`config.mk`:
```
export PLATFORM = sky130hd
export DESIGN_NAME = ob_result_capture
export DESIGN_NICKNAME = d
export VERILOG_FILES = /design/src/rtl/matrix_mult_pkg.sv /design/src/rtl/ob_chunk_assembler.sv /design/src/rtl/ob_result_capture.sv
export SDC_FILE = /design/constraint.sdc
export NUM_CORES = 1
export LEC_CHECK = 0
export CORE_MARGIN = 4
export CORE_UTILIZATION = 40
export DETAILED_ROUTE_END_ITERATION = 7
export HOLD_SLACK_MARGIN = 0.12
export PLACE_DENSITY = 0.62
export SYNTH_ARGS = -nofsm -noshare
export SYNTH_HDL_FRONTEND = slang
export SYNTH_SLANG_ARGS = --single-unit
```
`constraint.sdc`:
```
create_clock -name clk_i -period 11.88 [get_ports clk_i]
set_input_delay 2.376 -clock clk_i [delete_from_list [all_inputs] [get_ports clk_i]]
set_output_delay 2.376 -clock clk_i [all_outputs]
set_load 0.02 [all_outputs]
```
`src/rtl/matrix_mult_pkg.sv`:
```
// Shared types and helpers for the matrix-multiply result path.
//   cap_state_e  : capture FSM states (IDLE, CAPTURE, DONE)
//   chunks()     : number of driver beats per output row
//   chunks_exact(): true when a row is a whole number of beats
package matrix_mult_pkg;

    typedef enum logic [1:0] {
        IDLE    = 2'd0,
        CAPTURE = 2'd1,
        DONE    = 2'd2
    } cap_state_e;

    function automatic int unsigned chunks(input int unsigned col,
                                           input int unsigned width,
                                           input int unsigned driver_width);
        return (col * width) / driver_width;
    endfunction

    function automatic bit chunks_exact(input int unsigned col,
                                        input int unsigned width,
                                        input int unsigned driver_width);
        return ((col * width) % driver_width) == 0;
    endfunction

endpackage

```
`src/rtl/ob_chunk_assembler.sv`:
```
// Beat-to-row assembler: fills a ROW_W-wide register one DRIVER_WIDTH beat at
// a time, first beat in the LSBs.
//   clk_i, rst_async_i : clock, asynchronous active-high reset
//   clear_i            : drop any partial row and restart at beat 0
//   load_i, beat_i     : accept one beat
//   at_boundary_o      : beat counter is 0 (no partial row held)
//   row_valid_o        : the beat being loaded completes a row (combinational)
//   row_data_o         : full row including the beat being loaded
module ob_chunk_assembler #(
    parameter int unsigned ROW_W        = 64,
    parameter int unsigned DRIVER_WIDTH = 16,
    parameter int unsigned CHUNKS       = 4
) (
    input  logic                    clk_i,
    input  logic                    rst_async_i,
    input  logic                    clear_i,
    input  logic                    load_i,
    input  logic [DRIVER_WIDTH-1:0] beat_i,
    output logic                    at_boundary_o,
    output logic                    row_valid_o,
    output logic [ROW_W-1:0]        row_data_o
);

    localparam int unsigned CW = (CHUNKS > 1) ? $clog2(CHUNKS) : 1;
    localparam logic [CW-1:0] LAST = CW'(CHUNKS - 1);

    logic [CW-1:0]    cnt_q;
    logic [ROW_W-1:0] fill_q;
    logic [ROW_W-1:0] merged;

    // Current beat merged into its slot so the completed row is available in
    // the same cycle the last beat is accepted.
    always_comb begin
        merged = fill_q;
        for (int unsigned k = 0; k < CHUNKS; k++) begin
            if (cnt_q == CW'(k)) begin
                merged[k*DRIVER_WIDTH +: DRIVER_WIDTH] = beat_i;
            end
        end
    end

    assign at_boundary_o = (cnt_q == '0);
    assign row_valid_o   = load_i && (cnt_q == LAST);
    assign row_data_o    = merged;

    always_ff @(posedge clk_i or posedge rst_async_i) begin
        if (rst_async_i) begin
            cnt_q  <= '0;
            fill_q <= '0;
        end else if (clear_i) begin
            cnt_q  <= '0;
            fill_q <= '0;
        end else if (load_i) begin
            if (cnt_q == LAST) begin
                cnt_q  <= '0;
                fill_q <= '0;
            end else begin
                cnt_q  <= cnt_q + 1'b1;
                fill_q <= merged;
            end
        end
    end

endmodule

```
`src/rtl/ob_result_capture.sv`:
```
// Output-buffer result capture: rebuilds COL*WIDTH rows from the serial
// DRIVER_WIDTH result stream and writes each row to the output-buffer SRAM
// through an active-low cenb/wenb port.
//   clk_i, rst_async_i       : clock, asynchronous active-high reset
//   start_i                  : arm a capture (samples base_addr_i, stop_code_i)
//   ext_result_i/ext_valid_i : result beat stream
//   mem_cenb_o/mem_wenb_o    : one-cycle active-low write strobe
//   mem_addr_o/mem_d_o       : write address (base+row mod O_SIZE) and data
//   rows_o                   : rows written this capture (saturates at O_SIZE)
//   busy_o/done_o/overflow_o : capturing, sticky done, sticky address wrap
// Optional: define OB_RESULT_CAPTURE_CHECKSUM_EN to add checksum_o, the
// running XOR of every written row.
module ob_result_capture
    import matrix_mult_pkg::*;
#(
    parameter int unsigned WIDTH        = 16,
    parameter int unsigned COL          = 4,
    parameter int unsigned DRIVER_WIDTH = 16,
    parameter int unsigned O_SIZE       = 256
) (
    input  logic                       clk_i,
    input  logic                       rst_async_i,
    input  logic                       start_i,
    input  logic [$clog2(O_SIZE)-1:0]  base_addr_i,
    input  logic [DRIVER_WIDTH-1:0]    stop_code_i,
    input  logic [DRIVER_WIDTH-1:0]    ext_result_i,
    input  logic                       ext_valid_i,
    output logic                       mem_cenb_o,
    output logic                       mem_wenb_o,
    output logic [$clog2(O_SIZE)-1:0]  mem_addr_o,
    output logic [COL*WIDTH-1:0]       mem_d_o,
    output logic [$clog2(O_SIZE):0]    rows_o,
    output logic                       busy_o,
    output logic                       done_o,
    output logic                       overflow_o
`ifdef OB_RESULT_CAPTURE_CHECKSUM_EN
    ,
    output logic [COL*WIDTH-1:0]       checksum_o
`endif
);

    localparam int unsigned AW     = $clog2(O_SIZE);
    localparam int unsigned ROW_W  = COL * WIDTH;
    localparam int unsigned CHUNKS = chunks(COL, WIDTH, DRIVER_WIDTH);
    localparam logic [AW:0] ROWS_MAX = (AW+1)'(O_SIZE);

    if (!chunks_exact(COL, WIDTH, DRIVER_WIDTH)) begin : g_bad_chunks
        $error("COL*WIDTH must be a multiple of DRIVER_WIDTH");
    end

    cap_state_e              state_q;
    logic [AW-1:0]           base_q;
    logic [DRIVER_WIDTH-1:0] stop_q;

    logic             accept;
    logic             stop_hit;
    logic             load;
    logic             asm_clear;
    logic             at_boundary;
    logic             row_valid;
    logic [ROW_W-1:0] row_data;

    assign accept    = (state_q == CAPTURE) && ext_valid_i;
    // Stop code only counts between rows; mid-row it is plain data.
    assign stop_hit  = accept && at_boundary && (ext_result_i == stop_q);
    assign load      = accept && !stop_hit;
    assign asm_clear = start_i && (state_q != CAPTURE);

    ob_chunk_assembler #(
        .ROW_W        (ROW_W),
        .DRIVER_WIDTH (DRIVER_WIDTH),
        .CHUNKS       (CHUNKS)
    ) u_asm (
        .clk_i         (clk_i),
        .rst_async_i   (rst_async_i),
        .clear_i       (asm_clear),
        .load_i        (load),
        .beat_i        (ext_result_i),
        .at_boundary_o (at_boundary),
        .row_valid_o   (row_valid),
        .row_data_o    (row_data)
    );

    always_ff @(posedge clk_i or posedge rst_async_i) begin
        if (rst_async_i) begin
            state_q    <= IDLE;
            base_q     <= '0;
            stop_q     <= '0;
            mem_cenb_o <= 1'b1;
            mem_wenb_o <= 1'b1;
            mem_addr_o <= '0;
            mem_d_o    <= '0;
            rows_o     <= '0;
            busy_o     <= 1'b0;
            done_o     <= 1'b0;
            overflow_o <= 1'b0;
        end else begin
            mem_cenb_o <= 1'b1;
            mem_wenb_o <= 1'b1;

            if (row_valid) begin
                mem_cenb_o <= 1'b0;
                mem_wenb_o <= 1'b0;
                // rows_o == O_SIZE has zero low bits, so the write lands back
                // on base: that reuse is what flags the overflow.
                mem_addr_o <= base_q + rows_o[AW-1:0];
                mem_d_o    <= row_data;
                if (rows_o == ROWS_MAX) begin
                    overflow_o <= 1'b1;
                end else begin
                    rows_o <= rows_o + 1'b1;
                end
            end

            unique case (state_q)
                IDLE, DONE: begin
                    if (start_i) begin
                        base_q     <= base_addr_i;
                        stop_q     <= stop_code_i;
                        rows_o     <= '0;
                        done_o     <= 1'b0;
                        overflow_o <= 1'b0;
                        busy_o     <= 1'b1;
                        state_q    <= CAPTURE;
                    end
                end
                CAPTURE: begin
                    if (stop_hit) begin
                        busy_o  <= 1'b0;
                        done_o  <= 1'b1;
                        state_q <= DONE;
                    end
                end
                default: state_q <= IDLE;
            endcase
        end
    end

`ifdef OB_RESULT_CAPTURE_CHECKSUM_EN
    always_ff @(posedge clk_i or posedge rst_async_i) begin
        if (rst_async_i) begin
            checksum_o <= '0;
        end else if (asm_clear) begin
            checksum_o <= '0;
        end else if (row_valid) begin
            checksum_o <= checksum_o ^ row_data;
        end
    end
`endif

endmodule

```
==> metrics <==
xor/xnor share of the synthesized area=2.64%; drt total wl=18200 um; RSZ-0062 raised after global routing=false; Sw Ratio=35.8%; Pint=1.46 mW; share of layout cells above drive strength 1=6.23%; critical path type=input port to register; post-synthesis mux area share=7.27%; crit path time final=5590 ps; Synth Instances=698; # DRC=0; gpl congestion=0.803; Rows=49; Comb pwr share=38.7%; adder-cell share of the synthesized area=2.50%; top_reg_cell synth=dfrtp_1; port bufs=129; Arrival @ worst endpoint=5840 ps; I/O Pins=130; main combinational cell family by area after synthesis=simple AND/OR/NAND/NOR gates; Worst Tran Pin Value=1260 ps; Hold Path Origin=base_q[0]; Leak=4.21 nW; CP startpoint kind=input port; clk_lat worst skew=430 ps; Bufs on Longest Clock Path=2; fin. max-slew vios=0; Data required, critical path=12130 ps; Worst slew margin=15.9%; crit-path max FO=113; Hold Path Sink=base_q[0]; Async S/R FF share, synth=100%; post-cts sizing count=0; initial core utilization=40.6%; Core ar.=18000 um^2; die area=20500 um^2; worst min-delay path class=register to register; final hold vios=0; final setup vio count=0; gr usage total=18.4%; CTS Buf Count=17; Syn Nets=756; reg2reg setup slack=8210 ps; HPWL Detailed=12500 um; Final Cycle Share=47.0%; Max VDD drop=0.000120 V; Worst Skew=14.9 ps; vias in the first global route=5560; Pre-Repair DR Iteration Count=4; synth warn=0; Fillers=1650; Routed Antenna Nets=0; Yosys cell types=47; WHS Path Cells=2; Avg Cell Area, Syn=10.4 um^2; initial antenna violation count=0; H-tree Lvls=4; routed len/inst=17.4 um; CP Capture Type=register; Seq cells post-synth=161; iteration-0 DRC count of the detailed router=342; Post-Synth Simple-Gate Area=15.6%; FF-to-FF Start=u_asm.cnt_q[0]; run status=complete, no violations; setup ws final=6290 ps; TritonCTS clock tree=yes; Synth Area in Compound Gates=13.2%; R2R Path End=mem_d_o[11]; grt total ovfl=0; first-pass GRT wire length=29600 um; synthesized cell area=7290 um^2; nets@finish=863; number of diodes=0; die height=143 um; R2R depth=8; pwr dens=244 nW/um^2; P&R area growth vs syn=27.6%; clk sinks=161; Clk pin slew, worst setup/hold paths=60 ps; Seq/Total Area, Yosys=55.3%; pin count of the biggest net entering global routing=114; root buf cell=clkbuf_16; setup TNS=0 ps; Via-to-Cell Ratio=5.18; via count=5428; Clock Power Share=24.3%; max cap viols=0; Place WS=5900 ps; fmax=179 MHz; P_sw=0.813 mW; Hold-fix buffers, CTS=0; post-CTS setup buffer count=0; Seq pwr share=37.0%; EDFF count, synth=0; Die W=143 um
[registers in the layout, summed over array words and instances (netlist names)]
| name | cells |
|---|---|
| u_asm.fill_q | 48 |
| mem_addr_o | 8 |
| stop_q | 16 |
| overflow_o | 1 |
| done_o | 1 |
| busy_o | 1 |
| state_q | 2 |
| mem_wenb_o | 1 |
| mem_d_o | 64 |
| rows_o | 9 |
| base_q | 8 |
| u_asm.cnt_q | 2 |
[worst max-delay path by stage]
stage,to,start,slack (ps)
3_3_place_gp,mem_d_o[4],ext_result_i[1],6040
2_1_floorplan,base_q[0],rst_async_i,5160
6_report,mem_d_o[11],ext_result_i[10],6290
5_1_grt,mem_d_o[36],ext_result_i[6],6010
4_1_cts,mem_d_o[11],ext_result_i[10],6340
3_5_place_dp,mem_d_o[11],ext_result_i[10],5900
[cells in the mapped netlist (all sizes together), types with 5 or more instances]
| master | instances | area, um^2 |
|---|---|---|
| dfrtp | 160 | 4000 |
| nor2 | 17 | 63.8 |
| a32o | 32 | 320 |
| xor2 | 8 | 70.1 |
| nor2b | 18 | 113 |
| clkbuf | 28 | 105 |
| nand4 | 5 | 31.3 |
| inv | 10 | 37.5 |
| buf | 19 | 110 |
| xnor2 | 14 | 123 |
| o21ai | 59 | 295 |
| a22o | 16 | 140 |
| ha | 13 | 163 |
| nand2 | 191 | 717 |
| a21oi | 8 | 85.1 |
| mux2i | 53 | 531 |
[power by group through the flow]
stage / Sequential [mW] / Combinational (mW) / Clock [mW]
CTS: 0.841 / 0.891 / 0.559
global route: 0.862 / 0.959 / 0.583
detailed placement: 0.850 / 0.887 / 0
global placement: 0.845 / 0.870 / 0
finish: 0.839 / 0.879 / 0.552
floorplan: 0.952 / 0.430 / 0
[routing by layer]
metal | GRT usage [%] | vias up | part of all wire (%)
met1 | 24.9 | 2636 | 45
met3 | 3.65 | 23 | 5.0
li1 | - | 2626 | -
met5 | 0 | - | 0
met2 | 29.4 | 143 | 48
met4 | 6.90 | 0 | 1.9
[cells in the final DEF (no fill, tap or decap), types with 6 or more instances in the layout]
master / instances
nand2_1: 191
nor2_1: 17
xnor2_1: 14
dfrtp_1: 160
buf_4: 6
nor2b_1: 17
xor2_1: 8
mux2i_1: 53
inv_1: 8
o21ai_0: 59
clkdlybuf4s50_1: 129
clkbuf_16: 17
a22o_1: 16
ha_1: 13
a32o_1: 32
[per-stage QoR]
step | utilization (%) | hold slack (ps) | total power, mW | cells | cell area (um^2)
2_1_floorplan | - | 450 | 1.38 | 698 | 7290
3_3_place_gp | 48.5 | 462 | 1.71 | 1015 | 8710
3_5_place_dp | 48.5 | 467 | 1.74 | 1015 | 8710
4_1_cts | 51.8 | 483 | 2.29 | 1047 | 9310
5_1_grt | 51.8 | 496 | 2.40 | 1047 | 9310
6_report | 51.8 | 477 | 2.27 | 1047 | 9310
[cells by family (layout without fill, tap and decap cells)]
group	count (synthesis)	after routing
fa+ha+maj	14	14
compound gates	131	131
flops	161	161
buf+inv	57	177
xor+xnor	22	22
simple gates	260	260
mux	53	53
[final cells by class]
cell class | instances | area, um^2 | share of cell area [%]
Sequential cell | 161 | 4030 | 43.3
Timing Repair Buffer | 135 | 1340 | 14.4
Clock buffer | 22 | 474 | 5.09
Inverter | 10 | 43.8 | 0.470
Clock inverter | 10 | 124 | 1.33
Tap cell | 229 | 287 | 3.08
Multi-Input combinational cell | 480 | 3010 | 32.4
[worst max-delay path, cell delays in order]
cell             delay (ps)
clkdlybuf4s50_1         620
xor2_1                  250
nand4b_1                210
or3_1                   420
o21a_1                  500
clkinv_2                350
buf_4                   790
o21ai_0                 240
Note: power is estimated with default switching activity, not from simulation.
